--- config.mk ---
export PLATFORM = sky130hd
export DESIGN_NAME = mux_rr_wide
export DESIGN_NICKNAME = d
export VERILOG_FILES = /design/src/rtl/mux_rr_wide.sv
export SDC_FILE = /design/constraint.sdc
export NUM_CORES = 1
export LEC_CHECK = 0
export CAP_MARGIN = 20
export CELL_PAD_IN_SITES_DETAIL_PLACEMENT = 0
export CELL_PAD_IN_SITES_GLOBAL_PLACEMENT = 1
export CORE_AREA = 2 2 444 446
export DETAILED_ROUTE_END_ITERATION = 10
export DIE_AREA = 0 0 446 448
export PLACE_DENSITY_LB_ADDON = 0.3
export SYNTH_ARGS = -nofsm -noshare
export SYNTH_HDL_FRONTEND = slang
export SYNTH_SLANG_ARGS = --single-unit
--- constraint.sdc ---
create_clock -name clk -period 5.94 [get_ports clk]
set_input_delay 0.594 -clock clk [delete_from_list [all_inputs] [get_ports clk]]
set_output_delay 0.594 -clock clk [all_outputs]
set_load 0.1 [all_outputs]
--- src/rtl/mux_rr_wide.sv ---
// Registered N:1 multiplexer. It arbitrates by round-robin or by a fixed select, with a
// valid/ready handshake on every input channel and on the output.
//
// Ports:
//   clk, reset           rising-edge clock; asynchronous active-high reset
//   in_data[0:N-1]       per-channel data words
//   in_valid / in_ready  per-channel handshake; in_ready is one-hot or zero
//   mode, fixed_sel      0 = round-robin, 1 = use channel fixed_sel
//   out_data, out_sel    registered winner word and the index of its channel
//   out_valid/out_ready  output handshake; the one-entry register can refill on each drain
module mux_rr_wide #(
    parameter int WIDTH = 64,
    parameter int N     = 16,
    parameter int SELW  = $clog2(N)
) (
    input  logic             clk,
    input  logic             reset,
    input  logic [WIDTH-1:0] in_data [0:N-1],
    input  logic [N-1:0]     in_valid,
    output logic [N-1:0]     in_ready,
    input  logic             mode,
    input  logic [SELW-1:0]  fixed_sel,
    output logic [WIDTH-1:0] out_data,
    output logic             out_valid,
    input  logic             out_ready,
    output logic [SELW-1:0]  out_sel
);

    localparam logic [SELW:0]   NW   = (SELW+1)'(N);
    localparam logic [SELW-1:0] LAST = SELW'(N-1);

    logic [SELW-1:0] ptr;
    logic [SELW-1:0] rr_idx;
    logic            rr_hit;
    logic            fix_hit;
    logic [SELW:0]   probe;
    logic [SELW-1:0] grant;
    logic            has_grant;
    logic            load_en;

    // Rotated find-first. Offsets are scanned from the highest down to the lowest,
    // so the smallest offset from ptr is the last one written and therefore wins.
    // The modulo-N wrap is done on a SELW+1 bit sum, so it also works for N that is
    // not a power of two.
    always_comb begin
        rr_hit = 1'b0;
        rr_idx = '0;
        probe  = '0;
        for (int k = N-1; k >= 0; k--) begin
            probe = {1'b0, ptr} + (SELW+1)'(k);
            if (probe >= NW) begin
                probe = probe - NW;
            end
            if (in_valid[probe[SELW-1:0]]) begin
                rr_hit = 1'b1;
                rr_idx = probe[SELW-1:0];
            end
        end
    end

    // An out-of-range fixed_sel never grants.
    assign fix_hit   = ({1'b0, fixed_sel} < NW) && in_valid[fixed_sel];
    assign has_grant = mode ? fix_hit : rr_hit;
    assign grant     = mode ? fixed_sel : rr_idx;
    assign load_en   = !out_valid || out_ready;

    always_comb begin
        in_ready = '0;
        if (has_grant && load_en && !reset) begin
            in_ready = N'(1) << grant;
        end
    end

    always_ff @(posedge clk or posedge reset) begin
        if (reset) begin
            out_data  <= '0;
            out_sel   <= '0;
            out_valid <= 1'b0;
            ptr       <= '0;
        end else if (load_en) begin
            if (has_grant) begin
                out_data  <= in_data[grant];
                out_sel   <= grant;
                out_valid <= 1'b1;
                // In fixed mode ptr is left alone, so round-robin resumes where it stopped.
                if (!mode) begin
                    ptr <= (grant == LAST) ? '0 : grant + SELW'(1);
                end
            end else begin
                out_valid <= 1'b0;
            end
        end
    end

endmodule

==> results of run 1 <==
-- area by class of cell --
type,count,area (µm²)
flip-flops and latches,73,1830
clock inverters,6,43.8
inverters,18,83.8
multi-input cells,1992,11300
diodes,27,67.6
well taps,2542,3180
fillers,22700,165000
clock buffers,10,239
repair buffers,1311,13300
-- flip-flops by register name, indices dropped and copies added (netlist names) --
name,cells
out_data,64
out_sel,4
out_valid,1
ptr,4
-- routing by layer --
metal,track usage (%),wire length [µm],vias up
met3,3.79,11800,254
met5,0,209,-
li1,-,-,10400
met1,21.4,74400,11200
met2,32.3,96200,1025
met4,4.00,4020,34
-- kinds of logic after synthesis --
| kind of cell | after synthesis |
|---|---|
| AND/OR/NAND/NOR | 1421 |
| flip-flops | 73 |
| multiplexers | 179 |
| adder cells (fa/ha/maj) | 9 |
| XOR/XNOR | 14 |
| buffers and inverters | 222 |
| AO/OA/AOI/OAI | 369 |
-- metrics by stage --
stage                     hold slack, ps  setup slack, ps  util (%)  TNS [ps]
after global routing                 530             11.3      15.4         0
after CTS                            506             10.0      15.4         0
after global placement               473             63.1      15.2         0
final                                498              188      15.4         0
after floorplan                      787             -161         -      -161
after detailed placement             481             26.8      15.2         0
-- tightest hold or removal path, stage by stage, from the launching register on --
cell and delay, ps:
sky130_fd_sc_hd__dfrtp_1 360, sky130_fd_sc_hd__nand2_1 50, sky130_fd_sc_hd__o21ai_0 60
-- how the worst max path moves through the flow --
| stage | end | slack [ps] | cells past startpoint |
|---|---|---|---|
| after floorplan | in_ready[3] | -160 | 21 |
| after global placement | out_data[51] | 60 | 16 |
| after detailed placement | out_data[51] | 30 | 16 |
| after CTS | in_ready[6] | 10 | 15 |
| after global routing | in_ready[8] | 10 | 15 |
| final | in_ready[7] | 190 | 14 |
-- power breakdown --
part	switching (mW)	total (mW)	internal [mW]
Sequential	0.247	1.02	0.771
Combinational	13.5	19.9	6.46
Clock	0.420	0.717	0.297
Total	14.1	21.7	7.52
-- cells in the final DEF, fill, tap and decap left out, types with 13 or more instances in the layout --
| cell | instances |
|---|---|
| sky130_fd_sc_hd__nor2_1 | 24 |
| sky130_fd_sc_hd__mux2i_1 | 118 |
| sky130_fd_sc_hd__diode_2 | 27 |
| sky130_fd_sc_hd__a21oi_1 | 145 |
| sky130_fd_sc_hd__mux4_2 | 33 |
| sky130_fd_sc_hd__o21ai_0 | 21 |
| sky130_fd_sc_hd__a32oi_1 | 63 |
| sky130_fd_sc_hd__buf_12 | 55 |
| sky130_fd_sc_hd__nand4_1 | 62 |
| sky130_fd_sc_hd__inv_1 | 14 |
| sky130_fd_sc_hd__nand3_1 | 316 |
| sky130_fd_sc_hd__nand2_1 | 936 |
| sky130_fd_sc_hd__clkdlybuf4s50_1 | 1093 |
| sky130_fd_sc_hd__a221oi_1 | 57 |
| sky130_fd_sc_hd__nor2_2 | 13 |
| sky130_fd_sc_hd__dfrtp_1 | 73 |
| sky130_fd_sc_hd__mux2_2 | 26 |
| sky130_fd_sc_hd__buf_4 | 163 |
-- timing repair --
action                     in CTS  in global routing
setup endpoints to repair       1                 13
hold buffers                    0                  0
gates resized for setup         2                  7
pin swaps                       1                  1
gates cloned                    0                  0
==> results.md, run 1 <==
* Site row count at between 150 and 200
* Ranking of synthesized cells by area: sky130_fd_sc_hd__nand2_1, sky130_fd_sc_hd__dfrtp_1, sky130_fd_sc_hd__nand3_1
* Cell family with the largest share of critical-path delay: multiplexers
* Yosys synthesis warning count at 0
* Simple-gate portion of the synthesized area at between 40% and 50%
* Combinational family with the most area after synthesis: simple AND/OR/NAND/NOR gates
* CP Buf/Inv Count at 4
* Endpoint kind of the worst setup timing path: output port
* Setup Viol. Count Final at 0
* Leading register cell type out of synthesis: sky130_fd_sc_hd__dfrtp_1
* CTS clk-pin slew, worst paths at between 100 and 150 ps
* Total via count after detailed routing at 22900
* Power Density at ~720 nW/µm²
* Share of the synthesized area in the top cell type at around 25%
* Number of enable-type register cells in the synthesized netlist at 0
* Clock sink total at 73
* Growth of design area from synthesis to finish at 113%
* Peak supply drop at roughly 560 µV
* Pin count of the biggest net entering global routing at 100
* Leading area contributor after synthesis: sky130_fd_sc_hd__nand2_1
* Crit path launch type: flop
* Hold Violations, Final at 0
* Cell count after synthesis at 2287
* Achievable clock frequency at between 0.15 and 0.2 GHz
* Number of top-level pins at approximately 1100
* Total non-filler cell area in the finished layout at ~30000 µm²
* Hold path endpoint: out_sel[1]
* Average detailed-routed wire length per instance at around 31 µm
* Status: finished clean
* First-pass GRT wire length at between 200000 and 250000 µm
* Initial antenna violation count at approximately 150
* Remaining antenna violation count after routing at 0
* Leakage power summed over all cells at about 11 nW
* Clk_lat worst skew at about 470 ps
* GP Congestion at 0.909
* Input/output buffers at between 1000 and 1500
* Worst setup path startpoint: ptr[1]
* Complex-gate fraction of the synthesized area at around 19%
* Clock skew at between 20 and 30 ps
* Placed wire-length estimate after detailed placement at roughly 160000 µm
* Post-route minimum period at roughly 5800 ps
* Maximum single-stage delay on the critical path at 580 ps
* Source of the worst register-to-register timing path: ptr[1]
* Max-Slew Margin vs Limit at about a quarter
* Global route total overflow at 0
* Slew Limit Fails at 0
* Post-CTS repair timing setup buffer count at 0
* Total power consumption of the routed design at 21.7 mW
* Number of cells after detailed placement at between 5000 and 6000
* Total of flip-flops plus latches after synthesis at 73
* Setup repair after global routing missed its margin: no
* Total clock buffers created by CTS at 9
* Total cell area at the placement stage at roughly 30000 µm²
* Tightest Hold Check Type: reg2reg
* Number of unique standard cell types used by synthesis at 80
* Number of cells traversed by the worst hold path at 2
* GRT Overall Usage at about 18%
* Highest-delay cell along the critical path: sky130_fd_sc_hd__mux4_2
* Worst Reg2Reg Path Length in Cells at 17
* Width of the die at 446 µm
* Slew @ Worst Pin at ~1100 ps
* Critical R2R Capture: out_data[51]
* Most frequent cell after synthesis: sky130_fd_sc_hd__nand2_1
* Post-synthesis average cell area at between 6 and 7 µm²
* Data arrival at the endpoint of the critical path at just over 5000 ps
* Most common library cells after synthesis: sky130_fd_sc_hd__nand2_1, sky130_fd_sc_hd__nand3_1, sky130_fd_sc_hd__a21oi_1
* Cell area after synthesis at approximately 14000 µm²
* Std-Cell Core Area at around 190000 µm²
* Worst min-delay path startpoint: out_sel[1]
* Clock tree from TritonCTS: built
* Height of the chip at roughly 450 µm
* Fraction of layout instances using a drive strength above 1 at about a tenth
* First-iteration detailed-routing DRC count at 1659
* Part of the Yosys area used for sequential elements at between 10% and 20%
* Portion of netlist area occupied by mux cells at between 10% and 20%
* Register-to-register setup slack at 430 ps
* Clock tree buffer depth at 2
* Syn nets at 3344
* Count of placed standard cells in the final layout, fillers left out at approximately 6000
* CTS H-tree lvls at 3
* Via density per instance at 3.84
* Critical path, cell by cell: inv_1 -> ha_2 -> buf_12 -> mux4_2 -> mux4_2 -> or2_1 -> or4_4 -> o221ai_2 -> a311oi_4 -> buf_4 -> ha_1 -> ha_1 -> and3_1 -> buf_12
* DIE AREA at around 200000 µm²
* Wire length after detailed routing at around 190000 µm
* Adder and majority cell fraction of the synthesized area at less than 1%
* Startpoint-to-endpoint class of the critical path: reg2out
* Portion of the clock cycle consumed by the worst path in the final layout at ~97%
* Initial cell density of the core at ~7.2%
* Number of nets in the final layout at 4462
* Via count of the first global-routing pass at between 20000 and 25000
* Maximum fanout along the worst path at 19
* DRC violation count after routing at 0
* Fraction of registers with async set or reset after synthesis at 100%
* Xor and xnor area share after synthesis at 0.978%
* Worst path required time at roughly 5400 ps
* CTS Root Cell: sky130_fd_sc_hd__clkbuf_16
* Number of max-cap violations at 0
* Number of iterations in the first detailed-routing pass at 5
(Power assumes the default switching activity.)
==> run 2, diff against run 1 <==
MAX_ROUTING_LAYER = met4   (was default)
PLACE_DENSITY = 0.37   (was default)
PLACE_DENSITY_LB_ADDON = default   (was 0.3)
==> results.md, run 2 (synthesis gave the netlist of run 1 again) <==
* Cell family with the largest share of critical-path delay: simple AND/OR/NAND/NOR gates
* Maximum fanout along the worst path at 11
* Filler cells at approximately 22000
* Max-Slew Margin vs Limit at between 20% and 30%
* Power Density at roughly 730 nW/µm²
* Growth of design area from synthesis to finish at 114%
* Startpoint-to-endpoint class of the critical path: reg2out
* CP Buf/Inv Count at 4
* Status: finished clean
* Width of the die at 446 µm
* Hold path endpoint: out_sel[1]
* CTS clk-pin slew, worst paths at approximately 80 ps
* Number of iterations in the first detailed-routing pass at 5
* Crit path launch type: flop
* Clk_lat worst skew at 450 ps
* Wire length on met3 at between 10000 and 15000 µm
* Pin count of the biggest net entering global routing at 95
* Slew @ Worst Pin at roughly 1200 ps
* Critical path, cell by cell: inv_1 -> ha_1 -> buf_4 -> mux4_2 -> a21oi_1 -> o2111ai_1 -> or4_4 -> a211oi_2 -> or2_2 -> buf_4 -> nand3_1 -> nor2_2 -> buf_12
* Critical R2R Capture: out_data[45]
* Global route total overflow at 0
* Register-to-register setup slack at slightly below 300 ps
* Achievable clock frequency at 0.174 GHz
* Flip-flop count of the largest register, all copies and words added at 64
* Input/output buffers at 1132
* Post-route minimum period at 5740 ps
* Source of the worst register-to-register timing path: ptr[2]
* Clock tree buffer depth at 2
* Portion of the clock cycle consumed by the worst path in the final layout at between 90 and 100%
* Worst Reg2Reg Path Length in Cells at 16
* Via count of the first global-routing pass at ~23000
* DIE AREA at roughly 200000 µm²
* Setup Viol. Count Final at 0
* Most used cells in the layout excluding fill and tap cells: sky130_fd_sc_hd__clkdlybuf4s50_1, sky130_fd_sc_hd__nand2_1, sky130_fd_sc_hd__nand3_1
* Wire length after detailed routing at ~190000 µm
* Post-placement worst setup slack at -317 ps
* Worst path required time at roughly 5400 ps
* Fraction of layout instances using a drive strength above 1 at between 10% and 20%
* Commonest non-fill, non-tap cell in the layout: sky130_fd_sc_hd__clkdlybuf4s50_1
* Largest reg by FF count: out_data
* CTS H-tree lvls at 3
* Peak supply drop at around 440 µV
* Data arrival at the endpoint of the critical path at just over 5000 ps
* Post-CTS repair timing setup buffer count at 0
* Remaining antenna violation count after routing at 0
* Cts-stage hold buffer count at 0
* M1 WL at about 76000 µm
* Worst path setup slack after routing at roughly 200 ps
* Height of the chip at around 450 µm
* Maximum single-stage delay on the critical path at ~670 ps
* Initial cell density of the core at roughly 7.2%
* Average detailed-routed wire length per instance at about 32 µm
* Initial antenna violation count at roughly 140
* Clock skew at ~16 ps
* First-iteration detailed-routing DRC count at roughly 1700
* Setup repair after global routing missed its margin: no
* Number of nets in the final layout at between 4000 and 5000
* Sum of met2 wire segment lengths after detailed routing at between 100000 and 150000 µm
* Leakage power summed over all cells at approximately 11 nW
* Total via count after detailed routing at between 20000 and 25000
* GP Congestion at about 0.90
* Largest registers in the final layout: out_data (64), out_sel (4), ptr (4)
* Number of max-cap violations at 0
* Site row count at ~160
* Most common cell on crit path: sky130_fd_sc_hd__buf_4
* Std-Cell Core Area at ~200000 µm²
* Total non-filler cell area in the finished layout at 30100 µm²
* CTS Root Cell: sky130_fd_sc_hd__clkbuf_16
* Total cell area at the placement stage at about 30000 µm²
* Tightest Hold Check Type: reg2reg
* Via density per instance at approximately 3.8
* Clock sink total at 73
* Number of top-level pins at 1133
* Endpoint kind of the worst setup timing path: output port
* Clock tree from TritonCTS: built
* Highest-delay cell along the critical path: sky130_fd_sc_hd__mux4_2
* Hold Violations, Final at 0
* Uppermost layer routed: met4
* DRC violation count after routing at 0
* Total clock buffers created by CTS at 9
* Worst min-delay path startpoint: out_sel[1]
* Number of cells traversed by the worst hold path at 2
* Slew Limit Fails at 0
* First-pass GRT wire length at 240000 µm
* GRT Overall Usage at 18.9%
* Placed wire-length estimate after detailed placement at between 150000 and 200000 µm
## run 2: cell count changes in the layout (fill, tap and decap cells not counted), sizes merged
cell,change
bufinv,+2
inv,+1
diode,+38
clkdlybuf4s50,-4
clkinvlp,-3
clkinv,-1
## run 2: timing repair
action / 4_1_cts / 5_1_grt
gates resized for setup: 4 / 4
endpoints found under the hold margin: 0 / 0
pin swaps: 0 / 1
setup endpoints to repair: 19 / 14
## run 2: metrics by stage
| stage | cells | TNS, ps | total power, mW | util, % | hold WS, ps |
|---|---|---|---|---|---|
| after floorplan | 2287 | -161 | 12.1 | - | 787 |
| final | 6012 | 0 | 21.9 | 15.5 | 485 |
| after detailed placement | 5931 | -1030 | 21.4 | 15.2 | 476 |
| after global routing | 6001 | 0 | 23.5 | 15.5 | 529 |
| after CTS | 5946 | 0 | 22.3 | 15.4 | 500 |
| after global placement | 5930 | -1190 | 21.6 | 15.2 | 462 |
## run 2: layout make-up
type	instances	area, µm²	share of cell area, %
clock inverter	5	80.1	0.266
timing repair buffer	1307	13200	44.0
sequential	73	1830	6.07
antenna	65	163	0.540
clock buffer	10	239	0.794
inverter	18	80.1	0.266
tap	2542	3180	10.6
multi-input combinational	1992	11300	37.5
## run 2: power by group
part / internal, mW / leakage [nW] / switching, mW
clock network: 0.379 / 0.151 / 0.376
logic: 6.51 / 10.4 / 13.6
registers: 0.771 / 0.892 / 0.249
total: 7.66 / 11.4 / 14.2
## run 2: how the worst max path moves through the flow
stage,from,to,cells past startpoint
global placement,in_valid[0],out_data[50],14
CTS,ptr[2],in_ready[0],13
finish,ptr[2],in_ready[6],13
detailed placement,in_valid[4],out_data[50],14
global route,ptr[1],in_ready[4],14
floorplan,ptr[2],in_ready[3],21
## run 2: metal layers
layer  GRT usage (%)  up-vias
met5               -        -
met3            4.41      190
li1                -    10500
met4            4.08        0
met2            33.8      833
met1            21.3    11100
## run 2: worst register-to-register path, cell delays in order (launching register included)
cell and delay, ps:
sky130_fd_sc_hd__dfrtp_1 430, sky130_fd_sc_hd__inv_1 330, sky130_fd_sc_hd__ha_2 350, sky130_fd_sc_hd__a21boi_1 280
sky130_fd_sc_hd__xnor2_1 220, sky130_fd_sc_hd__mux4_2 660, sky130_fd_sc_hd__or2_1 310, sky130_fd_sc_hd__or4_4 470
sky130_fd_sc_hd__o41ai_4 520, sky130_fd_sc_hd__buf_4 210, sky130_fd_sc_hd__nand2b_4 110, sky130_fd_sc_hd__buf_4 240
sky130_fd_sc_hd__or2b_2 290, sky130_fd_sc_hd__nor3_4 70, sky130_fd_sc_hd__buf_4 220, sky130_fd_sc_hd__a221oi_1 670
sky130_fd_sc_hd__nand3_1 140
